`config.mk`:
```
export PLATFORM = sky130hd
export DESIGN_NAME = uc_multicycle
export DESIGN_NICKNAME = d
export VERILOG_FILES = /design/src/rtl/uc_pkg.sv /design/src/rtl/uc_decode.sv /design/src/rtl/uc_multicycle.sv
export SDC_FILE = /design/constraint.sdc
export NUM_CORES = 1
export LEC_CHECK = 0
export CAP_MARGIN = 25
export CORE_UTILIZATION = 53
export CTS_CLUSTER_DIAMETER = 50
export DETAILED_ROUTE_END_ITERATION = 7
export HOLD_SLACK_MARGIN = 0.15
export PLACE_DENSITY = 0.85
export SLEW_MARGIN = 20
export SYNTH_ARGS = -nofsm -noshare
export SYNTH_HDL_FRONTEND = slang
export SYNTH_SLANG_ARGS = --single-unit
```
`constraint.sdc`:
```
create_clock -name clock -period 4.8 [get_ports clock]
set_clock_uncertainty 0.15 [all_clocks]
set_input_delay 0.96 -clock clock [delete_from_list [all_inputs] [get_ports clock]]
set_output_delay 0.96 -clock clock [all_outputs]
set_load 0.1 [all_outputs]
```
`src/rtl/uc_pkg.sv`:
```
// Shared encodings for the multi-cycle control unit: opcodes, control codes,
// FSM states and the decoded control bundle.
package uc_pkg;

  localparam int unsigned OpAdd  = 0;
  localparam int unsigned OpSub  = 1;
  localparam int unsigned OpMul  = 2;
  localparam int unsigned OpDiv  = 3;
  localparam int unsigned OpAddi = 4;
  localparam int unsigned OpSubi = 5;
  localparam int unsigned OpMuli = 6;
  localparam int unsigned OpDivi = 7;
  localparam int unsigned OpNot  = 8;
  localparam int unsigned OpAnd  = 9;
  localparam int unsigned OpOr   = 10;
  localparam int unsigned OpXor  = 11;
  localparam int unsigned OpMod  = 12;
  localparam int unsigned OpSl   = 13;
  localparam int unsigned OpSr   = 14;
  localparam int unsigned OpJmp  = 15;
  localparam int unsigned OpJe   = 16;
  localparam int unsigned OpJb   = 17;
  localparam int unsigned OpJa   = 18;
  localparam int unsigned OpJne  = 19;
  localparam int unsigned OpJbe  = 20;
  localparam int unsigned OpJae  = 21;
  localparam int unsigned OpJz   = 22;
  localparam int unsigned OpJnz  = 23;
  localparam int unsigned OpMov  = 24;
  localparam int unsigned OpNop  = 25;
  localparam int unsigned OpHlt  = 26;
  localparam int unsigned OpPush = 27;
  localparam int unsigned OpPop  = 28;
  localparam int unsigned OpMovi = 29;

  localparam logic [5:0] AluNone = 6'd0;
  localparam logic [5:0] AluAdd  = 6'd1;
  localparam logic [5:0] AluSub  = 6'd2;
  localparam logic [5:0] AluMul  = 6'd3;
  localparam logic [5:0] AluDiv  = 6'd4;
  localparam logic [5:0] AluMod  = 6'd5;
  localparam logic [5:0] AluOr   = 6'd6;
  localparam logic [5:0] AluAnd  = 6'd7;
  localparam logic [5:0] AluSl   = 6'd8;
  localparam logic [5:0] AluNot  = 6'd9;
  localparam logic [5:0] AluSr   = 6'd10;
  localparam logic [5:0] AluXor  = 6'd11;

  localparam logic [4:0] PcSeq = 5'd0;
  localparam logic [4:0] PcJe  = 5'd1;
  localparam logic [4:0] PcJb  = 5'd2;
  localparam logic [4:0] PcJa  = 5'd3;
  localparam logic [4:0] PcJne = 5'd4;
  localparam logic [4:0] PcJbe = 5'd5;
  localparam logic [4:0] PcJae = 5'd6;
  localparam logic [4:0] PcJnz = 5'd7;
  localparam logic [4:0] PcJz  = 5'd8;
  localparam logic [4:0] PcJmp = 5'd9;
  localparam logic [4:0] PcHlt = 5'd10;

  localparam logic [1:0] StkNone = 2'd0;
  localparam logic [1:0] StkPush = 2'd1;
  localparam logic [1:0] StkPop  = 2'd2;

  localparam logic [1:0] CauseNone      = 2'd0;
  localparam logic [1:0] CauseIllegal   = 2'd1;
  localparam logic [1:0] CausePushFull  = 2'd2;
  localparam logic [1:0] CausePopEmpty  = 2'd3;

  typedef enum logic [2:0] {
    StFetch, StDecode, StExec, StWaitAlu, StWb, StHalt, StTrap
  } state_e;

  typedef struct packed {
    logic [5:0] alucode;
    logic       im_control;
    logic       writes;
    logic [4:0] pc_control;
    logic [1:0] stack_op;
    logic       multicycle;
    logic       illegal;
  } ctrl_t;

endpackage

```
`src/rtl/uc_decode.sv`:
```
// Combinational opcode decoder producing the control bundle; PUSH/POP become
// illegal when the stack is not present.
module uc_decode
  import uc_pkg::*;
#(
  parameter int unsigned OPW      = 6,
  parameter bit          STACK_EN = 1'b1
) (
  input  logic [OPW-1:0] opcode,
  output ctrl_t          ctrl
);

  logic [31:0] op_num;

  always_comb begin
    op_num = 32'(opcode);
    ctrl   = '0;
    case (op_num)
      OpAdd:  ctrl.alucode = AluAdd;
      OpSub:  ctrl.alucode = AluSub;
      OpMul:  begin ctrl.alucode = AluMul; ctrl.multicycle = 1'b1; end
      OpDiv:  begin ctrl.alucode = AluDiv; ctrl.multicycle = 1'b1; end
      OpAddi: begin ctrl.alucode = AluAdd; ctrl.im_control = 1'b1; end
      OpSubi: begin ctrl.alucode = AluSub; ctrl.im_control = 1'b1; end
      OpMuli: begin
        ctrl.alucode    = AluMul;
        ctrl.im_control = 1'b1;
        ctrl.multicycle = 1'b1;
      end
      OpDivi: begin
        ctrl.alucode    = AluDiv;
        ctrl.im_control = 1'b1;
        ctrl.multicycle = 1'b1;
      end
      OpNot:  ctrl.alucode = AluNot;
      OpAnd:  ctrl.alucode = AluAnd;
      OpOr:   ctrl.alucode = AluOr;
      OpXor:  ctrl.alucode = AluXor;
      OpMod:  begin ctrl.alucode = AluMod; ctrl.multicycle = 1'b1; end
      OpSl:   ctrl.alucode = AluSl;
      OpSr:   ctrl.alucode = AluSr;
      OpJmp:  ctrl.pc_control = PcJmp;
      OpJe:   ctrl.pc_control = PcJe;
      OpJb:   ctrl.pc_control = PcJb;
      OpJa:   ctrl.pc_control = PcJa;
      OpJne:  ctrl.pc_control = PcJne;
      OpJbe:  ctrl.pc_control = PcJbe;
      OpJae:  ctrl.pc_control = PcJae;
      OpJz:   ctrl.pc_control = PcJz;
      OpJnz:  ctrl.pc_control = PcJnz;
      OpMov, OpNop: ;
      OpHlt:  ctrl.pc_control = PcHlt;
      OpPush: begin
        if (STACK_EN) ctrl.stack_op = StkPush;
        else          ctrl.illegal  = 1'b1;
      end
      OpPop: begin
        if (STACK_EN) ctrl.stack_op = StkPop;
        else          ctrl.illegal  = 1'b1;
      end
      OpMovi: ctrl.im_control = 1'b1;
      default: ctrl.illegal = 1'b1;
    endcase
    // Every ALU op writes back, plus the register moves and POP.
    ctrl.writes = (ctrl.alucode != AluNone) || (op_num == OpMov) || (op_num == OpMovi) ||
                  (ctrl.stack_op == StkPop);
  end

endmodule

```
`src/rtl/uc_multicycle.sv`:
```
// Multi-cycle control unit: FETCH/DECODE/EXEC/WAIT_ALU/WB sequencer with a
// valid/ready fetch handshake, stack sequencing and sticky HALT/TRAP states.
module uc_multicycle
  import uc_pkg::*;
#(
  parameter int unsigned IW       = 32,
  parameter int unsigned OPW      = 6,
  parameter int unsigned REGW     = 3,
  parameter bit          STACK_EN = 1'b1
) (
  input  logic                      clock,
  input  logic                      reset_n,
  input  logic                      instr_valid,
  output logic                      instr_ready,
  input  logic [IW-1:0]             instruction,
  input  logic                      alu_done,
  input  logic                      stack_full,
  input  logic                      stack_empty,
  output logic                      alu_start,
  output logic [REGW-1:0]           op1,
  output logic [IW-OPW-REGW-3:0]    op2,
  output logic                      flag,
  output logic                      flag1,
  output logic [5:0]                alucode,
  output logic                      im_control,
  output logic                      write_en,
  output logic [4:0]                pc_control,
  output logic                      pc_update,
  output logic [1:0]                stack_select,
  output logic                      halted,
  output logic                      trap,
  output logic [1:0]                trap_cause
);

  state_e                  state_q, state_d;
  logic [1:0]              cause_q, cause_d;
  logic [IW-1:0]           ir_q;
  ctrl_t                   ctrl_q, dec;
  logic [REGW-1:0]         op1_q;
  logic [IW-OPW-REGW-3:0]  op2_q;
  logic                    flag_q, flag1_q;
  logic [OPW-1:0]          opcode;

  assign opcode = ir_q[IW-1 -: OPW];

  uc_decode #(
    .OPW      (OPW),
    .STACK_EN (STACK_EN)
  ) u_decode (
    .opcode (opcode),
    .ctrl   (dec)
  );

  always_ff @(posedge clock or negedge reset_n) begin
    if (!reset_n) begin
      state_q <= StFetch;
      cause_q <= CauseNone;
    end else begin
      state_q <= state_d;
      cause_q <= cause_d;
    end
  end

  always_comb begin
    state_d = state_q;
    cause_d = cause_q;
    case (state_q)
      StFetch: if (instr_valid) state_d = StDecode;
      StDecode: begin
        if (dec.illegal) begin
          state_d = StTrap;
          cause_d = CauseIllegal;
        end else begin
          state_d = StExec;
        end
      end
      StExec: begin
        // The illegal guard is unreachable from DECODE; it keeps a corrupted bundle safe.
        if (ctrl_q.illegal) begin
          state_d = StTrap;
          cause_d = CauseIllegal;
        end else if (ctrl_q.multicycle) begin
          state_d = StWaitAlu;
        end else if (ctrl_q.stack_op == StkPush && stack_full) begin
          state_d = StTrap;
          cause_d = CausePushFull;
        end else if (ctrl_q.stack_op == StkPop && stack_empty) begin
          state_d = StTrap;
          cause_d = CausePopEmpty;
        end else if (ctrl_q.pc_control == PcHlt) begin
          state_d = StHalt;
        end else begin
          state_d = StWb;
        end
      end
      StWaitAlu: if (alu_done) state_d = StWb;
      StWb:      state_d = StFetch;
      StHalt, StTrap: ;
      default:   state_d = StFetch;
    endcase
  end

  always_ff @(posedge clock or negedge reset_n) begin
    if (!reset_n) begin
      ir_q    <= '0;
      ctrl_q  <= '0;
      op1_q   <= '0;
      op2_q   <= '0;
      flag_q  <= 1'b0;
      flag1_q <= 1'b0;
    end else begin
      if (state_q == StFetch && instr_valid) ir_q <= instruction;
      if (state_q == StDecode) begin
        ctrl_q  <= dec;
        op1_q   <= ir_q[IW-OPW-2 -: REGW];
        op2_q   <= ir_q[IW-OPW-REGW-3:0];
        flag_q  <= ir_q[IW-OPW-1];
        flag1_q <= ir_q[IW-OPW-2-REGW];
      end
    end
  end

  always_comb begin
    instr_ready  = 1'b0;
    alu_start    = 1'b0;
    alucode      = AluNone;
    im_control   = 1'b0;
    pc_control   = PcSeq;
    write_en     = 1'b0;
    pc_update    = 1'b0;
    stack_select = StkNone;
    halted       = 1'b0;
    trap         = 1'b0;
    case (state_q)
      StFetch: instr_ready = 1'b1;
      StExec: begin
        alucode    = ctrl_q.alucode;
        im_control = ctrl_q.im_control;
        pc_control = ctrl_q.pc_control;
        alu_start  = ctrl_q.multicycle;
        if (ctrl_q.stack_op == StkPush && !stack_full)      stack_select = StkPush;
        else if (ctrl_q.stack_op == StkPop && !stack_empty) stack_select = StkPop;
      end
      StWaitAlu: begin
        alucode    = ctrl_q.alucode;
        im_control = ctrl_q.im_control;
        pc_control = ctrl_q.pc_control;
      end
      StWb: begin
        alucode    = ctrl_q.alucode;
        im_control = ctrl_q.im_control;
        pc_control = ctrl_q.pc_control;
        write_en   = ctrl_q.writes;
        pc_update  = 1'b1;
      end
      StHalt:  halted = 1'b1;
      StTrap:  trap   = 1'b1;
      default: ;
    endcase
  end

  assign trap_cause = cause_q;
  assign op1        = op1_q;
  assign op2        = op2_q;
  assign flag       = flag_q;
  assign flag1      = flag1_q;

endmodule

```
==> results.json <==
{
  "grt_max_degree": 78,
  "avgSynthCellArea_um2": 10.04,
  "maxSlewViolCount": 0,
  "drc": 0,
  "async_flop_share": 1.000,
  "cp_data_required_time_ns": 3.69,
  "vias": 2727,
  "cts-hold-fix-buffers": 0,
  "multi_input_area_um2": 1460,
  "path_clk_slew_ns": 0.08,
  "clockRootBuffer": "clkbuf_8",
  "ys_top_cells_by_count": "104 x nand2_1, 77 x dfrtp_1, 30 x mux2_2, 15 x buf_2, 15 x nor2b_1",
  "synth.cell_area_um2": 3515,
  "wire_per_inst_um": 14.88,
  "cp.arrival_ns": 2.73,
  "place.gp.congestion": 0.8469,
  "syn_inst": 350,
  "cts_buffers": 9,
  "hold_violations": 0,
  "portBuffers": 82,
  "die_width_um": 83.44,
  "ys.warnings.count": 0,
  "critPathLaunchType": "flop",
  "seq_area_frac_synth": 0.5482,
  "slew_headroom": 0.3285,
  "fin_nets": 460,
  "hpwlAfterDp_mm": 5.021,
  "htreeDepth": 3,
  "grt_pass1_vias": 2647,
  "register_area_um2": 1927,
  "rsz0062_at_grt": "no",
  "timing.final.ws_setup_ns": 0.9641,
  "synth_cell_types": 47,
  "fmax_mhz": 260.7,
  "cts_resized": 0,
  "end_kind": "primary output",
  "clock-sinks": 77,
  "dieHeight_um": 83.44,
  "finalSetupViolations": 0,
  "nFillCells": 483,
  "core_area_um2": 6386,
  "synth_most_common_cell": "nand2_1",
  "via_per_inst": 5.411,
  "grt_pass1_wl_mm": 12.68,
  "row_count": 29,
  "antenna_found_initial": 0,
  "path_class": "reg2out",
  "ys_ff_latch": 77,
  "worstSkewPairLatency_ns": 0.34,
  "dr.pass1.iters": 6,
  "grt.total_usage": 0.2305,
  "synth_area_leaders": "dfrtp_1 55%, nand2_1 11%, mux2_2 9.6%",
  "initial_core_util": 0.5504,
  "yosys.area.top_type": "dfrtp_1",
  "crit_path_max_fanout": 15,
  "worstHoldPathType": "reg2reg",
  "clockBufferDepth": 2,
  "postCtsSetupBuffers": 0,
  "n_antenna_cell": 0,
  "hold_slack_ns": 0.3126,
  "drt_iter0_markers": 208,
  "synth_top_area_share": 0.5482,
  "cts_tree": "built",
  "pin_count": 86,
  "ant_nets": 0,
  "period_share": 0.7991,
  "syn2layout_area_growth_pct": 29.58,
  "synth_edf_count": 0,
  "wl_mm": 7.501,
  "drive_above_1_share": 0.1522,
  "fin_crit_ns": 3.836,
  "maxCapViolCount": 0,
  "fin_tns_setup_ns": 0,
  "ys.flop_type": "dfrtp_1",
  "status": "complete, no violations",
  "place_ws_ns": 1.337,
  "dieArea_um2": 6961,
  "overflow": 0,
  "worst_pin_slew_ns": 1.004
}
-- placed cells by master (no fill, tap or decap), types with 3 or more instances in the layout --
| cell | instances |
|---|---|
| a22o_1 | 3 |
| and3_1 | 3 |
| a31oi_1 | 3 |
| nand2_1 | 104 |
| o21ai_1 | 4 |
| dfrtp_1 | 77 |
| conb_1 | 3 |
| nor3b_1 | 4 |
| nor2_1 | 7 |
| nand2b_1 | 5 |
| nor2b_1 | 15 |
| inv_1 | 6 |
| xor2_1 | 3 |
| o21ai_0 | 7 |
| clkbuf_8 | 9 |
| clkdlybuf4s50_1 | 70 |
| a21oi_1 | 11 |
| nor3_1 | 5 |
| buf_4 | 14 |
| mux2_2 | 30 |
-- per-layer routing --
| layer | wire (µm) | track usage | vias up |
|---|---|---|---|
| li1 | - | - | 1312 |
| met1 | 3284 | 0.3052 | 1335 |
| met2 | 3743 | 0.3770 | 72 |
| met3 | 390 | 0.06064 | 8 |
| met4 | 82 | 0.06626 | 0 |
| met5 | 0 | 0 | - |
-- per-stage QoR --
step                      instances  utilization  instance area, µm²
after floorplan                 352            -                3527
after global placement          487       0.6752                4312
after detailed placement        487       0.6752                4312
after CTS                       503       0.7089                4527
after global routing            504       0.7132                4554
final                           504       0.7132                4554
-- cell type report --
class | count | share of cell area
clock buffers | 11 | 0.02885
clock inverters | 5 | 0.01841
inverters | 6 | 0.004945
multi-input cells | 243 | 0.3206
flip-flops and latches | 77 | 0.4231
well taps | 77 | 0.02115
repair buffers | 85 | 0.1830
-- cell families (layout without fill, tap and decap cells) --
kind of cell / Yosys count / count (layout) / share of synthesized area
xor+xnor: 4 / 4 / 0.009970
mux: 33 / 33 / 0.1054
simple gates: 158 / 158 / 0.2047
other cells: 1 / 3 / 0.001067
flops: 77 / 77 / 0.5482
compound gates: 45 / 45 / 0.08794
buf+inv: 32 / 107 / 0.04272
-- critical path: stages (launching register included) --
cell and delay (ns):
dfrtp_1 0.56, nor3b_1 0.51, and2_1 0.20, clkdlybuf4s50_1 1.12
-- worst paths after layout --
kind | startpoint | end | slack [ns] | depth (start not counted)
min in group asynchronous | reset_n | op2[8] | 0.36 | 1
worst max-delay path | state_q[2] | alu_start | 0.96 | 3
worst min-delay path | ir_q[13] | op2[13] | 0.31 | 2
max in group asynchronous | reset_n | ctrl_q[2] | 3.58 | 2
worst min register to register | ir_q[13] | op2[13] | 0.31 | 2
worst max register to register | state_q[2] | trap_cause[0] | 2.41 | 5
-- state kept, by name, indices dropped and copies added, names as in the netlist --
register	flops
ctrl_q	14
flag	1
flag1	1
ir_q	32
op1	3
op2	21
state_q	3
trap_cause	2
Power is left out: the tool's default activity adds up to more than one toggle a clock period on the data nets, which glitch-free logic cannot reach.
